**config.mk**
```make
export PLATFORM = sky130hd
export DESIGN_NAME = icache_refill_ctrl
export DESIGN_NICKNAME = d
export VERILOG_FILES = /design/src/rtl/icache_refill_ctrl.sv
export SDC_FILE = /design/constraint.sdc
export NUM_CORES = 1
export LEC_CHECK = 0
export BUFFER_PORTS_ARGS = -buffer_cell sky130_fd_sc_hd__buf_2
export CAP_MARGIN = 20
export CORE_ASPECT_RATIO = 1.75
export CORE_MARGIN = 3
export CORE_UTILIZATION = 51
export CTS_CLUSTER_SIZE = 20
export DETAILED_ROUTE_END_ITERATION = 6
export PLACE_DENSITY_LB_ADDON = 0.25
export RECOVER_POWER = 100
export SLEW_MARGIN = 40
export SYNTH_ARGS = -nofsm -noshare
export SYNTH_HDL_FRONTEND = slang
export SYNTH_SLANG_ARGS = --single-unit
```
**constraint.sdc**
```tcl
create_clock -name clk -period 7.8 [get_ports clk]
set_input_delay 0.39 -clock clk [delete_from_list [all_inputs] [get_ports clk]]
set_output_delay 0.39 -clock clk [all_outputs]
set_load 0.005 [all_outputs]
```
**src/rtl/icache_refill_ctrl.sv**
```systemverilog
// rtl/icache_refill_ctrl.sv - direct-mapped icache line refill controller (optional ICACHE_NEXT_LINE_PREFETCH_EN)
module icache_refill_ctrl #(
    parameter int          INDEX_W         = 4,
    parameter logic [15:0] MISS_COUNT_INIT = 16'h0000
) (
    input  logic                 clk,
    input  logic                 rst,
    input  logic                 req_valid,
    input  logic [15:0]          req_addr,
    input  logic                 hit,
    output logic                 stall,
    output logic                 mem_req,
    output logic [15:0]          mem_addr,
    input  logic                 mem_ack,
    input  logic [63:0]          mem_rdata,
    output logic                 fill_we,
    output logic [INDEX_W-1:0]   fill_index,
    output logic [12-INDEX_W:0]  fill_tag,
    output logic [63:0]          fill_data,
    output logic [15:0]          miss_count
);

`ifdef ICACHE_NEXT_LINE_PREFETCH_EN
    typedef enum logic [2:0] {IDLE, REQ, FILL, PF_REQ, PF_FILL} state_t;
`else
    typedef enum logic [1:0] {IDLE, REQ, FILL} state_t;
`endif

    state_t      state, next_state;
    logic [15:0] line_addr;
    logic        pend;
    logic        demand_miss;
    logic        count_en;

    assign demand_miss = req_valid & ~hit;
    assign mem_addr    = line_addr;

    always_comb begin
        next_state = state;
        stall      = 1'b0;
        count_en   = 1'b0;
        case (state)
            IDLE: begin
                stall = demand_miss;
                // a miss already counted while it waited behind a prefetch is not counted again
                count_en = demand_miss & ~pend;
                if (demand_miss)
                    next_state = REQ;
            end
            REQ: begin
                stall = 1'b1;
                if (mem_ack)
                    next_state = FILL;
            end
            FILL: begin
                stall = 1'b1;
`ifdef ICACHE_NEXT_LINE_PREFETCH_EN
                next_state = PF_REQ;
`else
                next_state = IDLE;
`endif
            end
`ifdef ICACHE_NEXT_LINE_PREFETCH_EN
            PF_REQ: begin
                stall    = pend | demand_miss;
                count_en = demand_miss & ~pend;
                if (mem_ack)
                    next_state = PF_FILL;
            end
            PF_FILL: begin
                stall      = pend | demand_miss;
                count_en   = demand_miss & ~pend;
                next_state = IDLE;
            end
`endif
            default: next_state = IDLE;
        endcase
    end

    always_ff @(posedge clk or posedge rst) begin
        if (rst) begin
            state      <= IDLE;
            line_addr  <= 16'h0000;
            mem_req    <= 1'b0;
            fill_we    <= 1'b0;
            fill_index <= '0;
            fill_tag   <= '0;
            fill_data  <= 64'h0;
            miss_count <= MISS_COUNT_INIT;
            pend       <= 1'b0;
        end else begin
            state <= next_state;
            if (count_en && miss_count != 16'hFFFF)
                miss_count <= miss_count + 16'd1;
            case (state)
                IDLE: begin
                    pend <= 1'b0;
                    if (demand_miss) begin
                        line_addr <= {req_addr[15:3], 3'b000};
                        mem_req   <= 1'b1;
                    end
                end
                REQ: begin
                    if (mem_ack) begin
                        mem_req    <= 1'b0;
                        fill_we    <= 1'b1;
                        fill_data  <= mem_rdata;
                        fill_index <= line_addr[INDEX_W+2:3];
                        fill_tag   <= line_addr[15:INDEX_W+3];
                    end
                end
                FILL: begin
                    fill_we <= 1'b0;
`ifdef ICACHE_NEXT_LINE_PREFETCH_EN
                    line_addr <= line_addr + 16'd8;
                    mem_req   <= 1'b1;
`endif
                end
`ifdef ICACHE_NEXT_LINE_PREFETCH_EN
                PF_REQ: begin
                    if (demand_miss)
                        pend <= 1'b1;
                    if (mem_ack) begin
                        mem_req    <= 1'b0;
                        fill_we    <= 1'b1;
                        fill_data  <= mem_rdata;
                        fill_index <= line_addr[INDEX_W+2:3];
                        fill_tag   <= line_addr[15:INDEX_W+3];
                    end
                end
                PF_FILL: begin
                    fill_we <= 1'b0;
                    if (demand_miss)
                        pend <= 1'b1;
                end
`endif
                default: ;
            endcase
        end
    end

endmodule

```
# Word-level counts from Yosys, hierarchy flattened
# Cells that the tools add are included.
dict set report op_classes {
  n_eq_ne 5
  n_reduce_logical 10
  n_addsub 1
  muxes 10
  n_bitwise 2
}
# cell n
set op_table {}
lappend op_table {{$add A16 B1 Y16 const B} 1}
lappend op_table {{$ne A16 B16 Y1 const B} 1}
lappend op_table {{$reduce_and A2 Y1} 4}
lappend op_table {{$pmux W1 S2} 3}
lappend op_table {{$mux W1} 4}
lappend op_table {{$mux W2} 2}
lappend op_table {{$ne A2 B2 Y1 const B} 2}
lappend op_table {{$pmux W2 S2} 1}
lappend op_table {{$reduce_bool A2 Y1} 2}
lappend op_table {{$reduce_and A3 Y1} 1}
lappend op_table {{$eq A2 B1 Y1 const B} 1}
lappend op_table {{$eq A2 B2 Y1 const B} 1}
lappend op_table {{$logic_not A2 Y1} 1}
lappend op_table {{$reduce_or A2 Y1} 1}
lappend op_table {{$and A1 B1 Y1} 1}
lappend op_table {{$logic_and A1 B1 Y1} 1}
lappend op_table {{$not A1 Y1} 1}
dict set report word_totals {
  ff_bits 110
  inputBits 85
  out_inout_bits 112
  word_cells 36
}

# Logic depth before layout (Yosys ltp)
dict set report depth {
  ltp_word 4
  mapped_depth 7
  ltp_nobuf 6
}

# Worst setup path after synthesis
# OpenSTA, ideal clock, no wires.
dict set report synth_timing {
  path_type {register to register}
  startpoint {register state[0]}
  endpoint {register miss_count[15]}
  setup_ns 0.125
  arrival_ns 1.658
  stages_incl_launch_ff 7
  synth_period_minus_slack_ns 1.782
  n_path_buf 0
  slack_ns 6.018
  required_ns 7.675
  path_cell_list {dfrtp_1 > inv_1 > ha_1 > nand3b_1 > or3_4 > nor4_2 > mux2_2}
}
dict set report synth_via {
  elab_chain_cells 3
}
# element line_no
set synth_rtl {}
lappend synth_rtl {{start, declared} 29} ;# state_t state, next_state;
lappend synth_rtl {{start signal, assigned} 92} ;# state <= next_state;
lappend synth_rtl {{$logic_not A2 Y1} 42} ;# case (state)
lappend synth_rtl {{$mux W1} 42}
lappend synth_rtl {{$logic_and A1 B1 Y1} 93} ;# if (count_en && miss_count != 16'hFFFF)
lappend synth_rtl {{end signal, assigned} 94} ;# miss_count <= miss_count + 16'd1;
lappend synth_rtl {{end, declared} 20} ;# output logic [15:0] miss_count
# No other way between the ends.
# A chain may end at the register's enable or synchronous reset.

==> impl_metrics.py <==
metrics = {
    "run_status": {
        "status": "finished with violations",
        "violations": "capacitance limit, slew limit",
    },
    "job": {
        "maxCapViolations": 3,
    },
    "layout": {
        "fin_nets": 610,
        "drive_above_1_share": 0.426,
        "n_antenna_cell": 0,
        "multi_input_area_mm2": 0.00160,
        "final_core_utilization": 0.678,
        "syn_to_final_growth_pct": 27.5,
        "ff_latch_area_mm2": 0.00275,
        "fillCellCount": 710,
    },
    "route": {
        "wirelength_um": 10000,
        "via_count": 3153,
        "ant_nets": 0,
        "drtIter0Drc": 119,
        "drc_errors": 0,
        "wl_per_cell_um": 15.7,
        "dr.pass1.iters": 4,
        "via_per_inst": 4.94,
    },
    "cts": {
        "cts_resized": 0,
        "holdBufCountCts": 0,
        "clk_pin_slew_ns": 0.07,
        "post_cts_buffers": 0,
        "cts_made_buffers": 9,
        "clock_path_buffers": 2,
        "htreeDepth": 3,
        "clockRootBuffer": "clkbuf_16",
        "clock_latency_ns": 0.34,
        "cts.sinks": 110,
        "cts_tree": "built",
    },
    "sta": {
        "finalClockSkew_ns": 0.00668,
        "final_max_slew_viol_count": 192,
        "finalHoldViolCount": 0,
        "worst_slew_pin_slew_ns": 3.13,
        "slew_headroom": -1.09,
        "timing.final.crit_share": 0.527,
        "setup_viol": 0,
        "tns_ns": 0,
        "period_minus_slack_ns": 4.11,
        "clock.fmax_mhz": 243,
        "rsz0062_at_grt": "false",
    },
    "global_route": {
        "grt_max_degree": 79,
        "track_usage": 0.203,
        "grt_overflow_total": 0,
        "antenna_found_initial": 0,
        "grt_pass1_vias": 3268,
        "grt_first_pass_wirelength_um": 15900,
    },
    "logic_synthesis": {
        "syn_avg_cell_area_um2": 13.7,
        "synth_ff_type": "dfrtp_1",
        "yosys_warnings": 0,
        "seq_area_frac_synth": 0.615,
        "syn_inst": 328,
        "synth.most_common_cell": "dfrtp_1",
        "netlist_top_cells_count": "dfrtp_1 (110), mux2_2 (80), nand2_1 (51)",
        "synth.largest_area_cell": "dfrtp_1",
        "synth-edff-count": 0,
        "async_reset_ff_frac": 1.00,
        "synth_top_area_share": 0.615,
        "yosysUniqueCellTypes": 37,
        "yosys_register_bits": 110,
        "netlist_area_mm2": 0.00448,
        "synthTopCellsByArea": "dfrtp_1 (61%), mux2_2 (20%), nand2_1 (4.3%), ha_1 (2.0%), xor2_1 (1.4%)",
    },
    "placed_design": {
        "place_congestion": 0.847,
        "hpwlAfterDp_um": 7570,
        "portBuffers": 190,
    },
    "floorplan": {
        "rows": 44,
        "die_y_um": 130,
        "dieArea_mm2": 0.00999,
        "initial_core_util": 0.532,
        "die_x_um": 76.8,
        "coreArea_mm2": 0.00842,
        "ioPinCount": 197,
    },
    "critical_path": {
        "path_cells": "buf_2 -> clkinvlp_2 -> clkbuf_1",
        "end_kind": "asynchronous set/reset pin",
        "worstPathRequired_ns": 7.65,
        "arrival_ns": 3.96,
        "worst-setup-path-type": "in -> async",
        "cp-start-kind": "input pin",
        "r2r-end": "fill_data[9]$_DFFE_PP0P_",
        "crit_fanout": 58,
        "cpPeakStageDelay_ns": 2.04,
        "rr_worst_depth": 4,
        "path_delay_family": "buffers and inverters",
        "critPathBufInv": 3,
        "r2r_slack_ns": 4.17,
        "worstSetupPathDepth": 3,
        "rr_startpoint": "state[1]$_DFFE_PP0P_",
        "cp_slowest_cell": "clkbuf_1",
    },
    "hold_path": {
        "whs_path_depth": 3,
        "hp-class": "in -> reg",
        "hold_start": "req_addr[4]",
        "worstHoldEndpoint": "mem_addr[4]$_DFFE_PP0P_",
    },
    "power_and_ir_drop": {
        "p_per_area_mw_per_mm2": 378,
        "total_power_w": 0.00216,
        "ir_drop_uv": 190,
        "leakage_nw": 2.80,
    },
}
==> area by class of cell <==
type                       count  share of cell area
inverter                       6             0.00416
tap                          115              0.0252
clock buffer                  10              0.0401
clock inverter                 6              0.0151
timing repair buffer         192               0.153
sequential                   110               0.482
multi-input combinational    199               0.280
==> worst min-delay path: cells and delay by family <==
kind | cells | cell delay [ns]
simple gates | 2 | 0.08
buf+inv | 1 | 0.07
==> power breakdown <==
group / switching [W] / internal [W]
registers: 0.000139 / 0.000826
logic: 0.000320 / 0.000396
clock network: 0.000196 / 0.000281
==> state kept, by name, summed over array words and instances, names as in the netlist <==
signal	cells
fill_index	4
fill_data	64
mem_addr	13
miss_count	16
fill_we	1
state	2
mem_req	1
fill_tag	9
==> layer usage <==
metal,vias to the layer above,routed length [µm],global-route usage
li1,1491,-,-
met1,1534,3650,0.231
met2,108,5580,0.371
met3,20,551,0.0456
met4,0,223,0.0800
met5,-,0,0
==> cells by family (layout without fill, tap and decap cells) <==
logic type      after synthesis  count (layout)  synth area share
fa+ha+maj                     7               7            0.0196
xor+xnor                     10              10            0.0196
mux                          81              81             0.205
compound gates               11              11            0.0145
simple gates                 87              87             0.104
buf+inv                      21             214            0.0221
flops                       110             110             0.615
other cells                   1               3          0.000837
==> placed cells by master, fill, tap and decap left out, types with 4 or more instances in the layout <==
cell type | netlist | routed
buf_2 | 4 | 123
clkbuf_1 | 2 | 69
clkbuf_16 | 0 | 9
dfrtp_1 | 110 | 110
ha_1 | 7 | 7
inv_1 | 6 | 5
mux2_2 | 80 | 81
nand2_1 | 51 | 51
nand3_1 | 5 | 5
nand4_1 | 4 | 4
nor2_1 | 7 | 8
nor3_1 | 3 | 4
o21ai_0 | 4 | 4
xor2_1 | 7 | 7
==> how the worst max path moves through the flow <==
stage,start,endpoint
finish,rst,fill_tag[3]$_DFFE_PP0P_
floorplan,rst,fill_data[0]$_DFFE_PP0P_
global route,rst,miss_count[7]$_DFFE_PP0P_
CTS,state[1]$_DFFE_PP0P_,stall
global placement,state[0]$_DFFE_PP0P_,miss_count[15]$_DFFE_PP0P_
detailed placement,state[1]$_DFFE_PP0P_,miss_count[15]$_DFFE_PP0P_
==> stage by stage <==
stage,cell area [µm²],setup slack (ns),std cells,hold slack [ns]
after global placement,5520,5.12,621,0.476
after CTS,5860,5.38,638,0.184
after floorplan,4490,4.51,330,0.488
after detailed placement,5550,5.53,622,0.484
after global routing,5710,2.85,638,0.240
final,5710,3.69,638,0.243
No activity file was read; power rests on OpenSTA's default activity.
